$ cat src/rtl/uart_rx.sv
// uart_rx: bus-attached 8N1 UART receiver.
// A 2-flop synchroniser feeds a mid-bit sampling FSM. Received bytes land in a
// small FIFO that is read through a single-cycle device bus. A level interrupt
// is raised while data is pending and the interrupt is enabled.
module uart_rx #(
    parameter int ClockFrequency = 50_000_000,
    parameter int BaudRate       = 115_200,
    parameter int RxFifoDepth    = 8
) (
    input  logic        clk_i,
    input  logic        rst_ni,
    input  logic        device_req_i,
    input  logic [31:0] device_addr_i,
    input  logic        device_we_i,
    input  logic [3:0]  device_be_i,
    input  logic [31:0] device_wdata_i,
    output logic        device_rvalid_o,
    output logic [31:0] device_rdata_o,
    input  logic        uart_rx_i,
    output logic        uart_rx_irq_o
);

    localparam int ClocksPerBit = ClockFrequency / BaudRate;
    localparam int CntW         = $clog2(ClocksPerBit);
    localparam int PtrW         = $clog2(RxFifoDepth);

    localparam logic [CntW-1:0] CNT_FULL = CntW'(ClocksPerBit - 1);
    localparam logic [CntW-1:0] CNT_HALF = CntW'(ClocksPerBit / 2 - 1);
    localparam logic [CntW-1:0] CNT_ZERO = {CntW{1'b0}};
    localparam logic [CntW-1:0] CNT_ONE  = {{(CntW-1){1'b0}}, 1'b1};
    localparam logic [PtrW:0]   PTR_ONE  = {{PtrW{1'b0}}, 1'b1};
    localparam logic [PtrW:0]   PTR_ZERO = {(PtrW+1){1'b0}};

    localparam logic [2:0] ST_IDLE  = 3'd0;
    localparam logic [2:0] ST_START = 3'd1;
    localparam logic [2:0] ST_DATA  = 3'd2;
    localparam logic [2:0] ST_STOP  = 3'd3;
    localparam logic [2:0] ST_BREAK = 3'd4;

    localparam logic [1:0] REG_RXDATA = 2'd0;
    localparam logic [1:0] REG_STATUS = 2'd1;
    localparam logic [1:0] REG_CTRL   = 2'd2;

    // Line synchroniser and receive FSM state
    logic            rx_meta_r;
    logic            rx_sync_r;
    logic [2:0]      state_r;
    logic [CntW-1:0] cnt_r;
    logic [2:0]      idx_r;
    logic [7:0]      shift_r;

    // FIFO storage and pointers (extra MSB distinguishes full from empty)
    logic [7:0]      mem_r [RxFifoDepth];
    logic [PtrW:0]   wr_ptr_r;
    logic [PtrW:0]   rd_ptr_r;

    // Control/status and bus response registers
    logic            overflow_r;
    logic            frame_err_r;
    logic            irq_en_r;
    logic            irq_r;
    logic            rvalid_r;
    logic [31:0]     rdata_r;

    // Combinational helpers
    logic            empty_s;
    logic            full_s;
    logic            stop_sample_s;
    logic            push_s;
    logic            frame_set_s;
    logic            rd_req_s;
    logic            wr_req_s;
    logic            pop_s;
    logic            do_push_s;
    logic            overflow_set_s;
    logic            status_wr_s;
    logic            ctrl_wr_s;
    logic [31:0]     rdata_s;
    logic            unused_s;

    assign empty_s = (wr_ptr_r == rd_ptr_r);
    assign full_s  = (wr_ptr_r[PtrW] != rd_ptr_r[PtrW]) &&
                     (wr_ptr_r[PtrW-1:0] == rd_ptr_r[PtrW-1:0]);

    assign stop_sample_s = (state_r == ST_STOP) && (cnt_r == CNT_ZERO);
    assign push_s        = stop_sample_s & rx_sync_r;
    assign frame_set_s   = stop_sample_s & ~rx_sync_r;

    assign rd_req_s    = device_req_i & ~device_we_i;
    assign wr_req_s    = device_req_i & device_we_i;
    assign pop_s       = rd_req_s & (device_addr_i[3:2] == REG_RXDATA) & ~empty_s;
    assign status_wr_s = wr_req_s & (device_addr_i[3:2] == REG_STATUS);
    assign ctrl_wr_s   = wr_req_s & (device_addr_i[3:2] == REG_CTRL);

    // A full FIFO still accepts a byte when a pop frees a slot in the same cycle
    assign do_push_s      = push_s & (~full_s | pop_s);
    assign overflow_set_s = push_s & full_s & ~pop_s;

    // Byte enables and undecoded address/data bits are intentionally ignored
    assign unused_s = ^{device_be_i, device_addr_i[31:4], device_addr_i[1:0],
                        device_wdata_i[31:4], device_wdata_i[1]};

    // Two-flop synchroniser for the asynchronous serial line (idles high)
    always_ff @(posedge clk_i or negedge rst_ni) begin
        if (!rst_ni) begin
            rx_meta_r <= 1'b1;
            rx_sync_r <= 1'b1;
        end else begin
            rx_meta_r <= uart_rx_i;
            rx_sync_r <= rx_meta_r;
        end
    end

    // Receive FSM: qualify start at mid-bit, sample data LSB first, check stop
    always_ff @(posedge clk_i or negedge rst_ni) begin
        if (!rst_ni) begin
            state_r <= ST_IDLE;
            cnt_r   <= CNT_ZERO;
            idx_r   <= 3'd0;
            shift_r <= 8'h00;
        end else begin
            case (state_r)
                ST_IDLE: begin
                    if (!rx_sync_r) begin
                        state_r <= ST_START;
                        cnt_r   <= CNT_HALF;
                    end
                end
                ST_START: begin
                    if (cnt_r == CNT_ZERO) begin
                        if (!rx_sync_r) begin
                            state_r <= ST_DATA;
                            cnt_r   <= CNT_FULL;
                            idx_r   <= 3'd0;
                        end else begin
                            state_r <= ST_IDLE;   // glitch, not a real start bit
                        end
                    end else begin
                        cnt_r <= cnt_r - CNT_ONE;
                    end
                end
                ST_DATA: begin
                    if (cnt_r == CNT_ZERO) begin
                        shift_r[idx_r] <= rx_sync_r;
                        cnt_r          <= CNT_FULL;
                        if (idx_r == 3'd7) begin
                            state_r <= ST_STOP;
                        end else begin
                            idx_r <= idx_r + 3'd1;
                        end
                    end else begin
                        cnt_r <= cnt_r - CNT_ONE;
                    end
                end
                ST_STOP: begin
                    if (cnt_r == CNT_ZERO) begin
                        state_r <= rx_sync_r ? ST_IDLE : ST_BREAK;
                    end else begin
                        cnt_r <= cnt_r - CNT_ONE;
                    end
                end
                ST_BREAK: begin
                    // Wait out a held-low line so it cannot start a bogus frame
                    if (rx_sync_r) begin
                        state_r <= ST_IDLE;
                    end
                end
                default: begin
                    state_r <= ST_IDLE;
                end
            endcase
        end
    end

    // FIFO pointer update; pushes and pops are independent
    always_ff @(posedge clk_i or negedge rst_ni) begin
        if (!rst_ni) begin
            wr_ptr_r <= PTR_ZERO;
            rd_ptr_r <= PTR_ZERO;
        end else begin
            if (do_push_s) begin
                wr_ptr_r <= wr_ptr_r + PTR_ONE;
            end
            if (pop_s) begin
                rd_ptr_r <= rd_ptr_r + PTR_ONE;
            end
        end
    end

    // FIFO storage write; contents are only observable through valid pointers
    always_ff @(posedge clk_i) begin
        if (do_push_s) begin
            mem_r[wr_ptr_r[PtrW-1:0]] <= shift_r;
        end
    end

    // Sticky error flags: W1C clear, a same-cycle hardware set wins
    always_ff @(posedge clk_i or negedge rst_ni) begin
        if (!rst_ni) begin
            overflow_r  <= 1'b0;
            frame_err_r <= 1'b0;
        end else begin
            overflow_r  <= overflow_set_s |
                           (overflow_r & ~(status_wr_s & device_wdata_i[2]));
            frame_err_r <= frame_set_s |
                           (frame_err_r & ~(status_wr_s & device_wdata_i[3]));
        end
    end

    // Control register
    always_ff @(posedge clk_i or negedge rst_ni) begin
        if (!rst_ni) begin
            irq_en_r <= 1'b0;
        end else if (ctrl_wr_s) begin
            irq_en_r <= device_wdata_i[0];
        end
    end

    // Read data mux for the addressed register
    always_comb begin
        rdata_s = 32'h0000_0000;
        case (device_addr_i[3:2])
            REG_RXDATA: begin
                if (empty_s) begin
                    rdata_s = 32'h0000_0000;
                end else begin
                    rdata_s = {24'h00_0000, mem_r[rd_ptr_r[PtrW-1:0]]};
                end
            end
            REG_STATUS: rdata_s = {28'h000_0000, frame_err_r, overflow_r, full_s, empty_s};
            REG_CTRL:   rdata_s = {31'h0000_0000, irq_en_r};
            default:    rdata_s = 32'h0000_0000;
        endcase
    end

    // Registered bus response; writes and idle cycles return zero data
    always_ff @(posedge clk_i or negedge rst_ni) begin
        if (!rst_ni) begin
            rvalid_r <= 1'b0;
            rdata_r  <= 32'h0000_0000;
        end else begin
            rvalid_r <= device_req_i;
            rdata_r  <= rd_req_s ? rdata_s : 32'h0000_0000;
        end
    end

    // Level interrupt while enabled and data is pending
    always_ff @(posedge clk_i or negedge rst_ni) begin
        if (!rst_ni) begin
            irq_r <= 1'b0;
        end else begin
            irq_r <= irq_en_r & ~empty_s;
        end
    end

    assign device_rvalid_o = rvalid_r;
    assign device_rdata_o  = rdata_r;
    assign uart_rx_irq_o   = irq_r;

endmodule

$ cat config.mk
export PLATFORM = sky130hd
export DESIGN_NAME = uart_rx
export DESIGN_NICKNAME = d
export VERILOG_FILES = /design/src/rtl/uart_rx.sv
export SDC_FILE = /design/constraint.sdc
export NUM_CORES = 1
export LEC_CHECK = 0
export CAP_MARGIN = 20
export CORE_MARGIN = 5
export CORE_UTILIZATION = 30
export CTS_CLUSTER_SIZE = 8
export DETAILED_ROUTE_END_ITERATION = 10
export GPL_TIMING_DRIVEN = 0
export SKIP_CTS_REPAIR_TIMING = 1
export SYNTH_ARGS = -nofsm -noshare
export SYNTH_HDL_FRONTEND = slang
export SYNTH_SLANG_ARGS = --single-unit
$ cat constraint.sdc
create_clock -name clk_i -period 3.4 [get_ports clk_i]
set_input_delay 0.51 -clock clk_i [delete_from_list [all_inputs] [get_ports clk_i]]
set_output_delay 0.51 -clock clk_i [all_outputs]
set_load 0.01 [all_outputs]
==> results of run 1 <==
## cells by family after synthesis
kind of cell    after synthesis
buf+inv                      56
flops                       110
other cells                   1
simple gates                107
compound gates               49
fa+ha+maj                     6
mux                          40
xor+xnor                     10
## cell type report
cell class                      instances  area (um^2)  share of cell area
Sequential cell                       110         3075              0.4946
Multi-Input combinational cell        236         1948              0.3133
Buffer                                 44        306.5             0.04930
Tap cell                              225        281.5             0.04527
Timing Repair Buffer                   27        255.2             0.04105
Clock buffer                            9        225.2             0.03622
Clock inverter                          7        81.33             0.01308
Inverter                               12        45.04            0.007243
## cells in the mapped netlist, types with 3 or more instances
master	number	area share
clkbuf_1	8	0.0057
and3_1	4	0.0048
nand3_1	15	0.014
mux4_2	14	0.060
mux2_4	3	0.0086
mux2i_1	12	0.023
o311ai_0	3	0.0050
nor4b_1	3	0.0050
edfxtp_1	64	0.37
a211oi_1	3	0.0043
nand4_1	4	0.0048
o22ai_1	5	0.0060
mux2_2	11	0.024
o21ai_0	9	0.0086
dfrtp_1	44	0.21
buf_2	6	0.0057
nor3_1	7	0.0067
inv_1	12	0.0086
ha_1	6	0.014
nor2b_1	3	0.0036
nor4_1	6	0.0071
a21oi_1	10	0.0095
buf_4	24	0.034
nor3b_1	3	0.0043
nor2_1	17	0.012
nand2_1	17	0.012
xnor2_1	9	0.015
or3_1	4	0.0048
## power groups by stage
stage                     clock [mW]  combinational [mW]  sequential [mW]
final                           1.06              0.0841             1.41
after global routing            1.14              0.0940             1.41
after global placement             0              0.0811             1.44
after floorplan                    0              0.0497             1.44
after CTS                       1.09              0.0846             1.41
after detailed placement           0              0.0845             1.44
## metal layers
layer / vias up / GRT usage / wire (um)
li1: 1511 / - / -
met1: 1585 / 0.1479 / 4844
met2: 84 / 0.1846 / 5226
met3: 9 / 0.02285 / 532
met4: 0 / 0.03402 / 130
met5: - / 0 / 0
## final timing paths
path	startpoint	to	slack, ns	cells past startpoint
min reg2reg	rx_meta_r	rx_sync_r	0.36	0
max in group asynchronous	rst_ni	uart_rx_irq_o	2.80	2
max	cnt_r[0]	mem_r[1][0]	0.28	7
max reg2reg	cnt_r[0]	mem_r[1][0]	0.28	7
min in group clk_i	rx_meta_r	rx_sync_r	0.36	0
min	rst_ni	cnt_r[1]	0.09	1
## worst max-delay path, stage by stage, from the launching register on
cell and delay [ns]:
dfrtp_1 0.44, inv_1 0.12, ha_1 0.23, or4b_4 0.56
nor2_8 0.18, o311ai_4 0.24, nor4b_2 0.76, buf_4 0.30
## per-stage QoR
stage	std cells	power, mW	hold WS [ns]
6_report	670	2.551	0.08572
5_1_grt	670	2.649	0.1097
4_1_cts	670	2.588	0.08955
3_5_place_dp	654	1.525	0.3509
3_3_place_gp	645	1.522	0.3511
2_1_floorplan	402	1.490	0.2144
## sequential cells by signal, indices dropped and copies added (netlist names), 3 cells and up
register and cells:
cnt_r 9, device_rdata_o 8, idx_r 3, mem_r 64, rd_ptr_r 4, shift_r 8, state_r 3, wr_ptr_r 4
==> impl_results.md, run 1 <==
* Final HPWL DP at slightly below 8000 um
* Pin count of the biggest net entering global routing at 32
* Pwr/cell area at about 400 nW/um^2
* Syn_area_per_cell at 13.86 um^2
* Final Util at 0.3608
* P_int at about 2.0 mW
* Worst setup SP type: register
* Die Y at roughly 140 um
* Least-Margin Pin Slew at approximately 0.83 ns
* Number of antenna violations at the first check in global routing at 0
* Synth Area in Simple Gates at 0.1315
* Max VDD drop at 0.0002248 V
* WP data required at between 3 and 4 ns
* Worst setup margin at about 0.28 ns
* GPL Wtd Cong at around 0.9
* Status: finished clean
* DR DRC count at 0
* Root Buffer: clkbuf_16
* Post-synth top flop: edfxtp_1
* Maxcap violations at 0
* Synth cell types at 72
* Gate power share at 0.033
* Commonest non-fill, non-tap cell in the layout: edfxtp_1
* Final nets at slightly above 500
* H-Tree Level Count at 3
* Cts bufs inserted at 9
* Row Count at 48
* 1st-iter DRT viols at about 300
* Worst slew margin at 0.4438
* Sw Ratio at 0.2257
* Drt pass-1 iters at 4
* Mapped Cells at approximately 380
* Post-synthesis sequential area ratio at 0.5857
* TritonCTS clock tree: yes
* Area Growth Syn to Fin at 18.42%
* Clock transition at the registers of the reported paths at around 0.08 ns
* First-pass GRT wire length at about 18000 um
* Unrepaired setup endpoints after global routing: no
* Starting Density at 0.3047
* Port Buffers at 18
* WP data arrival at around 3.2 ns
* Endpoints failing hold at 0
* Crit path kind: register to register
* # clock sinks at 110
* DIE WIDTH at between 100 and 150 um
* Max Slew Vio Count at 0
* WL final at around 11000 um
* # fillers at 1650
* Post-synthesis compound-gate area fraction at 0.06767
* Vias per cell at 4.760
* Crit path time final at roughly 3.1 ns
* Yosys warning count at 0
* Multiplexer area fraction after synthesis at 0.1151
* Crit. End Element: register
* Post-synthesis register bit count at 110
* Final ANT Viol Nets at 0
* DIE AREA at ~20000 um^2
* Flop pwr share at 0.553
* Synth Area in Adders at 0.01430
* Post-route cell area at between 6000 and 7000 um^2
* Clk pwr share at 0.414
* Share of cells above drive strength 1 at 0.2539
* Vias in the first global route at between 3000 and 4000
* Worst Skew at 0.008227 ns
* Drt wl/cell at between 15 and 20 um
* Leakage at roughly 2.5 nW
* Setup WS pre-CTS at between 0.1 and 0.15 ns
* I/O Pins at approximately 110
* Number of setup violations in the final report at 0
* Clock tree buffer depth at 2
* DR vias at roughly 3200
* Overflow left after global routing at 0
* CP Max Fanout at 10
* Total track usage at 0.1114
* XOR/XNOR Fraction of Synth Area at 0.01811
* Ant. Diodes at 0
* Worst-skew pair later-pin latency at about 0.34 ns
* Core ar. at approximately 17000 um^2
* Main combinational cell family by area after synthesis: simple AND/OR/NAND/NOR gates
* EDFF count, synth at between 60 and 70
* HP Class: input pin to async pin
* Final period utilization at 0.9175
* Psw at around 0.58 mW
* Async S/R FF share, synth at 0.4182
* Leading cell types in the layout, fill and taps excluded: edfxtp_1 (64), dfrtp_1 (44), buf_4 (32)
* Post-Syn Area at 5251 um^2
* Peak Freq at between 300 and 400 MHz
* Sum Neg Setup Slack at 0 ns
* Area of placed instances at between 5000 and 6000 um^2
Power figures use the tool's default switching activity.
==> run 2: changes to the inputs <==
--- a/config.mk
+++ b/config.mk
@@ -12,6 +12,7 @@
 export DETAILED_ROUTE_END_ITERATION = 10
 export GPL_TIMING_DRIVEN = 0
 export SKIP_CTS_REPAIR_TIMING = 1
+export SLEW_MARGIN = 20
 export SYNTH_ARGS = -nofsm -noshare
 export SYNTH_HDL_FRONTEND = slang
 export SYNTH_SLANG_ARGS = --single-unit
==> run 2 against run 1 <==
- sequential share of layout area is 0.090 points higher
- largest cell class unchanged
- first-iteration DRC count is 3.9% lower
- largest power group unchanged
- combinational power about the same
- final cell count shrank 0.30%
- total power rose by 0.46%
==> impl_results.md, run 2 (synthesized netlist as in run 1, its figures left out) <==
* Crit path kind: register to register
* # clock sinks at 110
* First-pass GRT wire length at 17590 um
* Least-Margin Pin Slew at approximately 0.90 ns
* Final nets at 517
* Unrepaired setup endpoints after global routing: no
* Total track usage at 0.1118
* Leakage at roughly 2.5 nW
* Final Util at 0.3601
* DR DRC count at 0
* Sum Neg Setup Slack at 0 ns
* Share of cells above drive strength 1 at 0.2551
* Endpoints failing hold at 0
* Clock tree buffer depth at 2
* Setup WS pre-CTS at 0.1206 ns
* R2R cell count at 7
* Register area at about 3100 um^2
* WL final at 10760 um
* Root Buffer: clkbuf_16
* 1st-iter DRT viols at just under 300
* Area Growth Syn to Fin at 18.20%
* Row Count at 48
* DR vias at roughly 3200
* CP Max Fanout at 10
* Worst-skew pair later-pin latency at around 0.35 ns
* Die Y at 142.3 um
* Worst setup SP type: register
* WP data required at between 3 and 4 ns
* Peak Freq at around 320 MHz
* Crit path time final at approximately 3.1 ns
* Final ANT Viol Nets at 0
* Starting Density at 0.3047
* HP Class: input pin to async pin
* H-Tree Level Count at 3
* Core ar. at roughly 17000 um^2
* TritonCTS clock tree: yes
* Vias per cell at around 4.8
* Maxcap violations at 0
* Leading cell types in the layout, fill and taps excluded: edfxtp_1 (64), dfrtp_1 (44), buf_4 (28)
* Number of antenna violations at the first check in global routing at 0
* Final period utilization at 0.9196
* Vias in the first global route at 3189
* # fillers at ~1600
* I/O Pins at roughly 110
* Crit. End Element: register
* Max Slew Vio Count at 0
* Area of the multi-input gates at 1958 um^2
* Worst setup margin at 0.2735 ns
* DIE WIDTH at about 140 um
* Pwr/cell area at between 400 and 500 nW/um^2
* Worst Skew at ~0.0090 ns
* Worst slew margin at 0.3992
* Final HPWL DP at just under 8000 um
* Cts bufs inserted at 9
* Max VDD drop at 0.0002146 V
* Pin count of the biggest net entering global routing at 30
* Ant. Diodes at 0
* Status: finished clean
* WP data arrival at about 3.2 ns
* Number of setup violations in the final report at 0
* Port Buffers at 18
* Drt pass-1 iters at 5
* GPL Wtd Cong at between 0.8 and 0.9
* Commonest non-fill, non-tap cell in the layout: edfxtp_1
* DIE AREA at around 20000 um^2
* Max FFs per register at between 60 and 70
* Clock transition at the registers of the reported paths at 0.08 ns
* Final Power at 2.563 mW
* Overflow left after global routing at 0
* Drt wl/cell at between 15 and 20 um
run 2: changes by cell type in the layout (fill, tap and decap cells not counted), sizes merged:
cell | before | now
buf | 42 | 40
clkinv | 3 | 1
clkinvlp | 0 | 1
inv | 16 | 17
run 2: per-layer routing:
metal,track usage,wire length [um],vias up,share of wire
met1,0.1500,4848,1591,0.45
met4,0.03602,144,0,0.013
met2,0.1831,5243,102,0.49
li1,-,-,1508,-
met5,0,0,-,0
met3,0.02218,522,11,0.049
run 2: worst max-delay path: stages, from the launching register on:
cell and delay [ns]:
dfrtp_1 0.44, inv_1 0.12, ha_1 0.22, or4b_4 0.55, nor2_8 0.19, o311ai_4 0.25, nor4b_2 0.76, buf_4 0.30
run 2: cell type report:
class | count | area share
tap | 225 | 0.04535
sequential | 110 | 0.4955
inverter | 12 | 0.007257
timing repair buffer | 25 | 0.03790
buffer | 44 | 0.04939
clock buffer | 9 | 0.03628
multi-input combinational | 236 | 0.3155
clock inverter | 7 | 0.01290
run 2: report_power, final:
part           switching [mW]  total (mW)  internal, mW
clock network           0.537        1.07         0.530
registers             0.00382        1.41          1.41
logic                  0.0462      0.0844        0.0381
total                   0.587        2.56          1.98
run 2: worst paths after layout:
check	start	endpoint	slack, ns
max	cnt_r[0]	mem_r[1][4]	0.27
min	rst_ni	cnt_r[1]	0.1
max reg2reg	cnt_r[0]	mem_r[1][4]	0.27
min reg2reg	rx_meta_r	rx_sync_r	0.36
max in group asynchronous	rst_ni	device_rdata_o[6]	2.78
min in group clk_i	rx_meta_r	rx_sync_r	0.36
run 2: per-stage QoR:
stage,instances,hold WS [ns],area (um^2)
floorplan,402,0.2144,5338
global placement,645,0.3511,5799
detailed placement,652,0.3509,5902
CTS,668,0.1083,6207
global route,668,0.1362,6207
finish,668,0.09905,6207
==> run 3: changes to the inputs <==
--- a/config.mk
+++ b/config.mk
@@ -6,11 +6,14 @@
 export NUM_CORES = 1
 export LEC_CHECK = 0
 export CAP_MARGIN = 20
+export CELL_PAD_IN_SITES_DETAIL_PLACEMENT = 1
+export CELL_PAD_IN_SITES_GLOBAL_PLACEMENT = 1
 export CORE_MARGIN = 5
 export CORE_UTILIZATION = 30
 export CTS_CLUSTER_SIZE = 8
 export DETAILED_ROUTE_END_ITERATION = 10
 export GPL_TIMING_DRIVEN = 0
+export PLACE_DENSITY_LB_ADDON = 0.1
 export SKIP_CTS_REPAIR_TIMING = 1
 export SLEW_MARGIN = 20
 export SYNTH_ARGS = -nofsm -noshare
==> run 3 against run 2 <==
- critical path depth stayed put
- worst hold slack better by 0.078 ns
- clock power is 6% higher
- clock skew is 0.00053 ns lower
- sequential cell count stayed put
- first-iteration DRC count is 52% lower
- global-route usage is 1.5 points higher
- via count is 0.28% higher
- cell area is 0.24% higher
- sequential power hardly changed
- critical path type unchanged
==> impl_results.md, run 3 (synthesized netlist as in run 1, its figures left out) <==
* Least-Margin Pin Slew at between 0.8 and 0.9 ns
* Drt wl/cell at ~18 um
* Setup WS pre-CTS at a little under 0.1 ns
* Worst-skew pair later-pin latency at between 0.3 and 0.4 ns
* Flop pwr share at 0.537
* RR Endpoint: mem_r[3][0]
* Worst setup margin at 0.2510 ns
* DIE WIDTH at between 100 and 150 um
* Sum Neg Setup Slack at 0 ns
* Hold_ws at about 0.18 ns
* Register area at ~3000 um^2
* Max FFs per register at 64
* Number of antenna violations at the first check in global routing at 0
* # fillers at 1832
* Overflow left after global routing at 0
* 1st-iter DRT viols at ~140
* Clock transition at the registers of the reported paths at about 0.080 ns
* Crit path kind: register to register
* Status: finished clean
* Sw Ratio at 0.2166
* Placed cell count at 653
* Core ar. at 17240 um^2
* FF-to-FF setup slack at roughly 0.25 ns
* DIE AREA at approximately 20000 um^2
* Pwr/cell area at roughly 420 nW/um^2
* Vias in the first global route at roughly 3400
* HP Class: input pin to async pin
* DR DRC count at 0
* Ant. Diodes at 0
* Worst Skew at roughly 0.0085 ns
* Worst slew margin at 0.4562
* Final period utilization at 0.9262
* TritonCTS clock tree: yes
* Cts bufs inserted at 9
* Clk pwr share at 0.431
* Peak Freq at around 320 MHz
* Max VDD drop at 0.0002311 V
* Area of placed instances at around 6000 um^2
* Endpoints failing hold at 0
* Vias per cell at around 4.8
* DR vias at around 3200
* Number of setup violations in the final report at 0
* Leakage at between 2 and 3 nW
* Psw at around 0.57 mW
* First-pass GRT wire length at 19750 um
* Pin count of the biggest net entering global routing at 47
* Area of the multi-input gates at ~2000 um^2
* Drt pass-1 iters at 4
* CP Max Fanout at 10
* Max Slew Vio Count at 0
* Unrepaired setup endpoints after global routing: no
* Gate power share at 0.032
* Row Count at 48
* Port Buffers at 18
* Share of cells above drive strength 1 at 0.2568
* Die Y at 142.3 um
* Reg2reg start: cnt_r[0]
* Area Growth Syn to Fin at 18.49%
* Final Power at between 2 and 3 mW
* H-Tree Level Count at 3
* Filler-free cell count of the finished design at ~670
* WP data required at around 3.5 ns
* Final ANT Viol Nets at 0
* I/O Pins at 107
* Crit. End Element: register
* WL final at around 12000 um
* GPL Wtd Cong at around 0.76
* Final Util at 0.3610
* Root Buffer: clkbuf_16
* Starting Density at 0.3047
* Crit path time final at between 3 and 4 ns
* Commonest non-fill, non-tap cell in the layout: edfxtp_1
* Post-route cell area at approximately 6200 um^2
* Clock tree buffer depth at 2
* Final nets at 518
* # clock sinks at 110
* Leading cell types in the layout, fill and taps excluded: edfxtp_1 (64), dfrtp_1 (44), buf_4 (32)
* Worst setup SP type: register
* Total track usage at 0.1267
* P_int at about 2 mW
* Final HPWL DP at between 8000 and 9000 um
* R2R cell count at 7
* Maxcap violations at 0
* WP data arrival at 3.21 ns
run 3: power by group through the flow:
stage	sequential, mW	clock [mW]	combinational, mW
6_report	1.41	1.13	0.0828
5_1_grt	1.41	1.23	0.0942
4_1_cts	1.41	1.17	0.0831
3_5_place_dp	1.44	0	0.0830
3_3_place_gp	1.44	0	0.0833
2_1_floorplan	1.44	0	0.0497
run 3: worst max-delay path, stage by stage, from the launching register on:
cell      delay, ns
dfrtp_1        0.45
inv_1          0.13
ha_1           0.24
or4b_4         0.55
nor2_8         0.20
o311ai_4       0.25
nor4b_2        0.75
buf_4          0.28
run 3: routing by layer:
layer	track usage	up-vias	share of wire
met3	0.02621	10	0.030
li1	-	1516	-
met2	0.2139	38	0.49
met1	0.1667	1657	0.47
met5	0	-	0
met4	0.03352	0	0.011
run 3: how the worst max path moves through the flow:
stage                                start          end  slack (ns)  depth (start not counted)
after floorplan                   cnt_r[0]  mem_r[1][0]        0.48                          6
after global placement    device_addr_i[3]  mem_r[3][4]       -0.89                          4
after global routing              cnt_r[0]  mem_r[3][0]        0.08                          7
final                             cnt_r[0]  mem_r[3][0]        0.25                          7
after detailed placement  device_addr_i[3]  mem_r[3][4]         0.1                          5
after CTS                         cnt_r[0]  mem_r[3][0]        0.18                          7
run 3: layout make-up:
type / instances / area share
sequential: 110 / 0.4943
multi-input combinational: 236 / 0.3147
buffer: 44 / 0.04927
tap: 225 / 0.04524
clock buffer: 10 / 0.03841
timing repair buffer: 26 / 0.03780
clock inverter: 6 / 0.01307
inverter: 12 / 0.007239
